--- config.mk ---
export PLATFORM = sky130hd
export DESIGN_NAME = rom_string_sender
export DESIGN_NICKNAME = d
export VERILOG_FILES = /design/src/rtl/rom_string_sender_pkg.sv /design/src/rtl/rom_string_sender.sv
export SDC_FILE = /design/constraint.sdc
export NUM_CORES = 1
export LEC_CHECK = 0
export CAP_MARGIN = 10
export CORE_MARGIN = 2
export CORE_UTILIZATION = 53
export CTS_BUF_LIST = sky130_fd_sc_hd__clkbuf_8
export CTS_CLUSTER_DIAMETER = 150
export CTS_CLUSTER_SIZE = 40
export DETAILED_ROUTE_END_ITERATION = 16
export HOLD_SLACK_MARGIN = 0.08
export PLACE_DENSITY = 0.87
export REMOVE_ABC_BUFFERS = 1
export SYNTH_ARGS = -nofsm -noshare
export SYNTH_HDL_FRONTEND = slang
export SYNTH_SLANG_ARGS = --single-unit
--- constraint.sdc ---
create_clock -name clk_i -period 4.3 [get_ports clk_i]
set_clock_uncertainty 0.15 [all_clocks]
set_input_delay 0.86 -clock clk_i [delete_from_list [all_inputs] [get_ports clk_i]]
set_output_delay 0.86 -clock clk_i [all_outputs]
set_load 0.01 [all_outputs]
--- src/rtl/rom_string_sender_pkg.sv ---
// Shared types and character constants for the ROM string sender.
package rom_string_sender_pkg;

  typedef enum logic [2:0] {
    IDLE  = 3'd0,
    FETCH = 3'd1,
    LATCH = 3'd2,
    SEND  = 3'd3,
    CR    = 3'd4,
    LF    = 3'd5,
    DONE  = 3'd6
  } state_t;

  localparam logic [7:0] CHR_NUL = 8'h00;
  localparam logic [7:0] CHR_CR  = 8'h0D;
  localparam logic [7:0] CHR_LF  = 8'h0A;

endpackage

--- src/rtl/rom_string_sender.sv ---
// Walks a NUL-terminated string in a synchronous ROM and streams each byte
// to a UART transmitter over a valid/ready handshake.
// Optional build macro ROM_STRING_SENDER_CRLF_EN appends CR, LF (uncounted)
// after the message ends.
module rom_string_sender
  import rom_string_sender_pkg::*;
#(
  parameter int ADDR_W     = 4,
  parameter int DATA_W     = 8,
  parameter int START_ADDR = 0,
  parameter int MAX_LEN    = 16
) (
  input  logic              clk_i,
  input  logic              rst_i,
  input  logic              start_i,
  output logic [ADDR_W-1:0] rom_addr_o,
  input  logic [DATA_W-1:0] rom_data_i,
  output logic [DATA_W-1:0] tx_data_o,
  output logic              tx_valid_o,
  input  logic              tx_ready_i,
  output logic              busy_o,
  output logic              done_o,
  output logic [ADDR_W:0]   count_o
);

  localparam logic [ADDR_W-1:0] START_A  = ADDR_W'(START_ADDR);
  localparam logic [ADDR_W-1:0] ADDR_ONE = ADDR_W'(1'b1);
  localparam logic [ADDR_W:0]   CNT_ONE  = (ADDR_W+1)'(1'b1);
  localparam logic [ADDR_W:0]   CNT_MAX  = (ADDR_W+1)'(MAX_LEN);

  // Where the message goes once the string is exhausted.
`ifdef ROM_STRING_SENDER_CRLF_EN
  localparam state_t END_ST = CR;
`else
  localparam state_t END_ST = DONE;
`endif

  state_t              state_q, state_d;
  logic [ADDR_W-1:0]   rom_addr_q, rom_addr_d;
  logic [DATA_W-1:0]   tx_data_q, tx_data_d;
  logic                tx_valid_q, tx_valid_d;
  logic                busy_q, busy_d;
  logic                done_q, done_d;
  logic [ADDR_W:0]     count_q, count_d;

  logic                xfer_s;
  logic                is_nul_s;
  logic [ADDR_W:0]     count_inc_s;
  logic                last_byte_s;

  assign xfer_s      = tx_valid_q && tx_ready_i;
  assign is_nul_s    = (rom_data_i == DATA_W'(CHR_NUL));
  assign count_inc_s = count_q + CNT_ONE;
  assign last_byte_s = (count_inc_s == CNT_MAX);

  // State register.
  always_ff @(posedge clk_i or posedge rst_i) begin
    if (rst_i) begin
      state_q <= IDLE;
    end else begin
      state_q <= state_d;
    end
  end

  // Next-state decision.
  always_comb begin
    state_d = state_q;
    case (state_q)
      IDLE: begin
        if (start_i) state_d = FETCH;
        else         state_d = IDLE;
      end
      FETCH: state_d = LATCH;
      LATCH: begin
        if (is_nul_s) state_d = END_ST;
        else          state_d = SEND;
      end
      SEND: begin
        if (xfer_s) begin
          if (last_byte_s) state_d = END_ST;
          else             state_d = FETCH;
        end else begin
          state_d = SEND;
        end
      end
`ifdef ROM_STRING_SENDER_CRLF_EN
      CR: begin
        if (xfer_s) state_d = LF;
        else        state_d = CR;
      end
      LF: begin
        if (xfer_s) state_d = DONE;
        else        state_d = LF;
      end
`endif
      DONE:    state_d = IDLE;
      default: state_d = IDLE;
    endcase
  end

  // Next values of the registered outputs and datapath.
  always_comb begin
    rom_addr_d = rom_addr_q;
    tx_data_d  = tx_data_q;
    tx_valid_d = tx_valid_q;
    count_d    = count_q;
    case (state_q)
      IDLE: begin
        if (start_i) begin
          rom_addr_d = START_A;
          count_d    = '0;
        end else begin
          count_d    = count_q;
        end
      end
      FETCH: begin
        rom_addr_d = rom_addr_q;
      end
      LATCH: begin
        if (!is_nul_s) begin
          tx_data_d  = rom_data_i;
          tx_valid_d = 1'b1;
        end else begin
`ifdef ROM_STRING_SENDER_CRLF_EN
          tx_data_d  = DATA_W'(CHR_CR);
          tx_valid_d = 1'b1;
`else
          tx_valid_d = 1'b0;
`endif
        end
      end
      SEND: begin
        if (xfer_s) begin
          count_d = count_inc_s;
          if (last_byte_s) begin
`ifdef ROM_STRING_SENDER_CRLF_EN
            tx_data_d  = DATA_W'(CHR_CR);
            tx_valid_d = 1'b1;
`else
            tx_valid_d = 1'b0;
`endif
          end else begin
            tx_valid_d = 1'b0;
            rom_addr_d = rom_addr_q + ADDR_ONE;
          end
        end else begin
          tx_valid_d = tx_valid_q;
        end
      end
`ifdef ROM_STRING_SENDER_CRLF_EN
      CR: begin
        if (xfer_s) tx_data_d = DATA_W'(CHR_LF);
        else        tx_data_d = tx_data_q;
      end
      LF: begin
        if (xfer_s) tx_valid_d = 1'b0;
        else        tx_valid_d = tx_valid_q;
      end
`endif
      DONE: begin
        rom_addr_d = START_A;
      end
      default: begin
        rom_addr_d = START_A;
        tx_valid_d = 1'b0;
      end
    endcase
    busy_d = (state_d != IDLE);
    done_d = (state_d == DONE);
  end

  // Output and datapath registers.
  always_ff @(posedge clk_i or posedge rst_i) begin
    if (rst_i) begin
      rom_addr_q <= START_A;
      tx_data_q  <= '0;
      tx_valid_q <= 1'b0;
      busy_q     <= 1'b0;
      done_q     <= 1'b0;
      count_q    <= '0;
    end else begin
      rom_addr_q <= rom_addr_d;
      tx_data_q  <= tx_data_d;
      tx_valid_q <= tx_valid_d;
      busy_q     <= busy_d;
      done_q     <= done_d;
      count_q    <= count_d;
    end
  end

  assign rom_addr_o = rom_addr_q;
  assign tx_data_o  = tx_data_q;
  assign tx_valid_o = tx_valid_q;
  assign busy_o     = busy_q;
  assign done_o     = done_q;
  assign count_o    = count_q;

endmodule

==> impl_metrics.csv <==
group,metric,value,unit
synthesis,synth_seq_cells,23,
place,place_area,0.00149,sq mm
synthesis,synth-edff-count,0,
pwr,power_switching,0.0806,mW
synthesis,synth.most_common_cell,"dfrtp_1",
sta,post-route-min-period,2.43,ns
synthesis,synthTopCellsByArea,"dfrtp_1 50%, o21ai_0 4.7%, mux2_1 3.9%",
clock_network,cts_buffer_depth,2,
clock_network,clk_pin_slew,0.08,ns
sta,relSlewSlack,43.7,%
finish,finish.instance_area,0.00153,sq mm
clock_network,cts_resized,0,
place,gp_congestion,0.771,
run,drv_cap,0,
detailed_routing,drt_iter0_markers,10,
pwr,powerDensity,248,mW/mm^2
synthesis,synth.cell_area,0.00116,sq mm
grt,grt_pass1_wl,4200,um
detailed_routing,wl,2450,um
floorplanning,ios,32,
clock_network,cts_sinks,23,
pwr,pwr-share-comb,7.0,%
floorplanning,std_cell_rows,16,
sta,grt_setup_unrepaired,"false",
clock_network,cts_max_level,1,
hold_path,hold_class,"reg -> reg",
synthesis,synth_top_area_share,49.6,%
floorplanning,die_h,50.8,um
critical_path,worstPathArrival,2.43,ns
synthesis,ys.flop_type,"dfrtp_1",
critical_path,end_kind,"register",
floorplanning,dieArea,0.00258,sq mm
critical_path,cp-start-kind,"primary input",
clock_network,postCtsHoldBufs,0,
synthesis,synth_cell_types,38,
pwr,internal_power,0.299,mW
synthesis,syn_area_per_cell,10.3,sq um
finish,drive_gt1_share,8.33,%
sta,worst_pin_slew,0.844,ns
floorplanning,start_util,57.4,%
detailed_routing,first_pass_iters,4,
sta,final-max-slew-violation-count,0,
detailed_routing,wl_per_cell,14.3,um
sta,hold_viol,0,
pwr,leakagePower,0.637,nW
pwr,vdd_drop_max,0.208,mV
grt,track_usage,22.0,%
grt,grt_antenna_before_repair,0,
finish,area_delta_synth_final,31.9,%
synthesis,async_reset_ff_share,100,%
floorplanning,die_w,50.8,um
pwr,seqPwrFrac,58.1,%
clock_network,cts_tree,"done",
synthesis,yosysSeqAreaShare,49.6,%
sta,setup_viol,0,
grt,grt.overflow.total,0,
grt,grt_pass1_vias,951,
finish,nets,160,
clock_network,cts_root_buffer,"clkbuf_8",
clock_network,clock_latency,0.27,ns
detailed_routing,post-route-drc-count,0,
clock_network,cts_buffers,3,
place,io_buffers,31,
finish,antennaDiodeCount,0,
critical_path,required,4.30,ns
grt,grt_max_degree,24,
critical_path,r2r_slack,2.19,ns
place,dp_hpwl,1820,um
status,status,"finished, final reports clean",
synthesis,synth_top_cell_by_area,"dfrtp_1",
detailed_routing,ant_nets,0,
clock_network,postCtsSetupRepairBufs,0,
critical_path,crit_type,"in -> reg",
sta,setup_tns,0,ns
critical_path,crit_fanout,8,
detailed_routing,viasPerCell,5.77,
detailed_routing,vias,987,
finish,fin_util,75.7,%
pwr,p_clk_share,34.9,%
synthesis,synthTopCellsByCount,"23 x dfrtp_1, 11 x o21ai_0, 10 x nor2_1",
floorplanning,coreArea,0.00202,sq mm
synthesis,syn_inst,113,
pwr,p_sw_share,21.2,%
pwr,finalPower,0.379,mW
synthesis,yosysWarningCount,0,
sta,period_share,56.6,%
sta,max_freq,0.411,GHz
[critical path, stage by stage]
cell             delay (ns)
clkdlybuf4s50_1        0.43
or4_1                  0.52
nor2_2                 0.20
nor3_4                 0.09
mux2_1                 0.33
[cells in the final DEF (no fill, tap or decap), types with 2 or more instances in the layout]
cell type,count
a22o_1,3
a31oi_1,2
and2_1,2
clkbuf_8,3
clkdlybuf4s50_1,31
dfrtp_1,23
ha_1,3
inv_1,5
mux2_1,4
mux2_2,3
nand2_1,9
nand3_1,4
nand3b_1,3
nor2_1,10
nor2b_1,2
nor3_1,3
o21ai_0,11
o31ai_1,2
or4_1,3
[worst paths after layout]
check / from / end / depth (start not counted)
setup / recovery: rom_data_i[5] / tx_data_o[7] / 5
hold / removal: tx_data_o[4] / tx_data_o[4] / 1
setup reg to reg: count_o[0] / rom_addr_o[2] / 6
hold reg to reg: tx_data_o[4] / tx_data_o[4] / 1
min in group asynchronous: rst_i / state_q[0] / 2
max in group asynchronous: rst_i / count_o[4] / 2
[power groups by stage]
stage	clock network [mW]	logic, mW	registers [mW]
6_report	0.132	0.0264	0.221
5_1_grt	0.145	0.0291	0.221
4_1_cts	0.138	0.0270	0.221
3_5_place_dp	0	0.0268	0.225
3_3_place_gp	0	0.0262	0.225
2_1_floorplan	0	0.00625	0.226
[sequential cells by signal, indices dropped and copies added, names as in the netlist]
| register | cells |
|---|---|
| busy_o | 1 |
| count_o | 5 |
| done_o | 1 |
| rom_addr_o | 4 |
| state_q | 3 |
| tx_data_o | 8 |
| tx_valid_o | 1 |
[cell families (layout without fill, tap and decap cells)]
logic type / count (synthesis) / after routing / synth area share, %
adder cells (fa/ha/maj): 3 / 3 / 3.23
AND/OR/NAND/NOR: 45 / 45 / 21.7
multiplexers: 7 / 7 / 6.79
buffers and inverters: 8 / 39 / 2.91
AO/OA/AOI/OAI: 27 / 27 / 15.8
flip-flops: 23 / 23 / 49.6
[metal layers]
layer,share of wire (%),vias up,wire [um],GRT usage (%)
li1,-,472,-,-
met1,44,479,1070,25.0
met5,0,-,0,0
met2,49,31,1200,38.6
met3,5.8,5,143,7.14
met4,1.3,0,31,7.66
[final cells by class]
cell class,count,area [sq um]
Sequential cell,23,576
Multi-Input combinational cell,82,552
Fill cell,151,490
Timing Repair Buffer,31,310
Clock buffer,3,41.3
Tap cell,27,33.8
Inverter,4,15.0
Clock inverter,1,3.75
[per-stage QoR]
step	setup slack, ns	instances	hold slack (ns)
6_report	1.87	171	0.358
5_1_grt	1.80	171	0.369
4_1_cts	1.87	171	0.355
3_5_place_dp	1.57	167	0.325
3_3_place_gp	1.62	167	0.324
2_1_floorplan	2.06	109	0.379
Note: power is estimated with default switching activity, not from simulation.
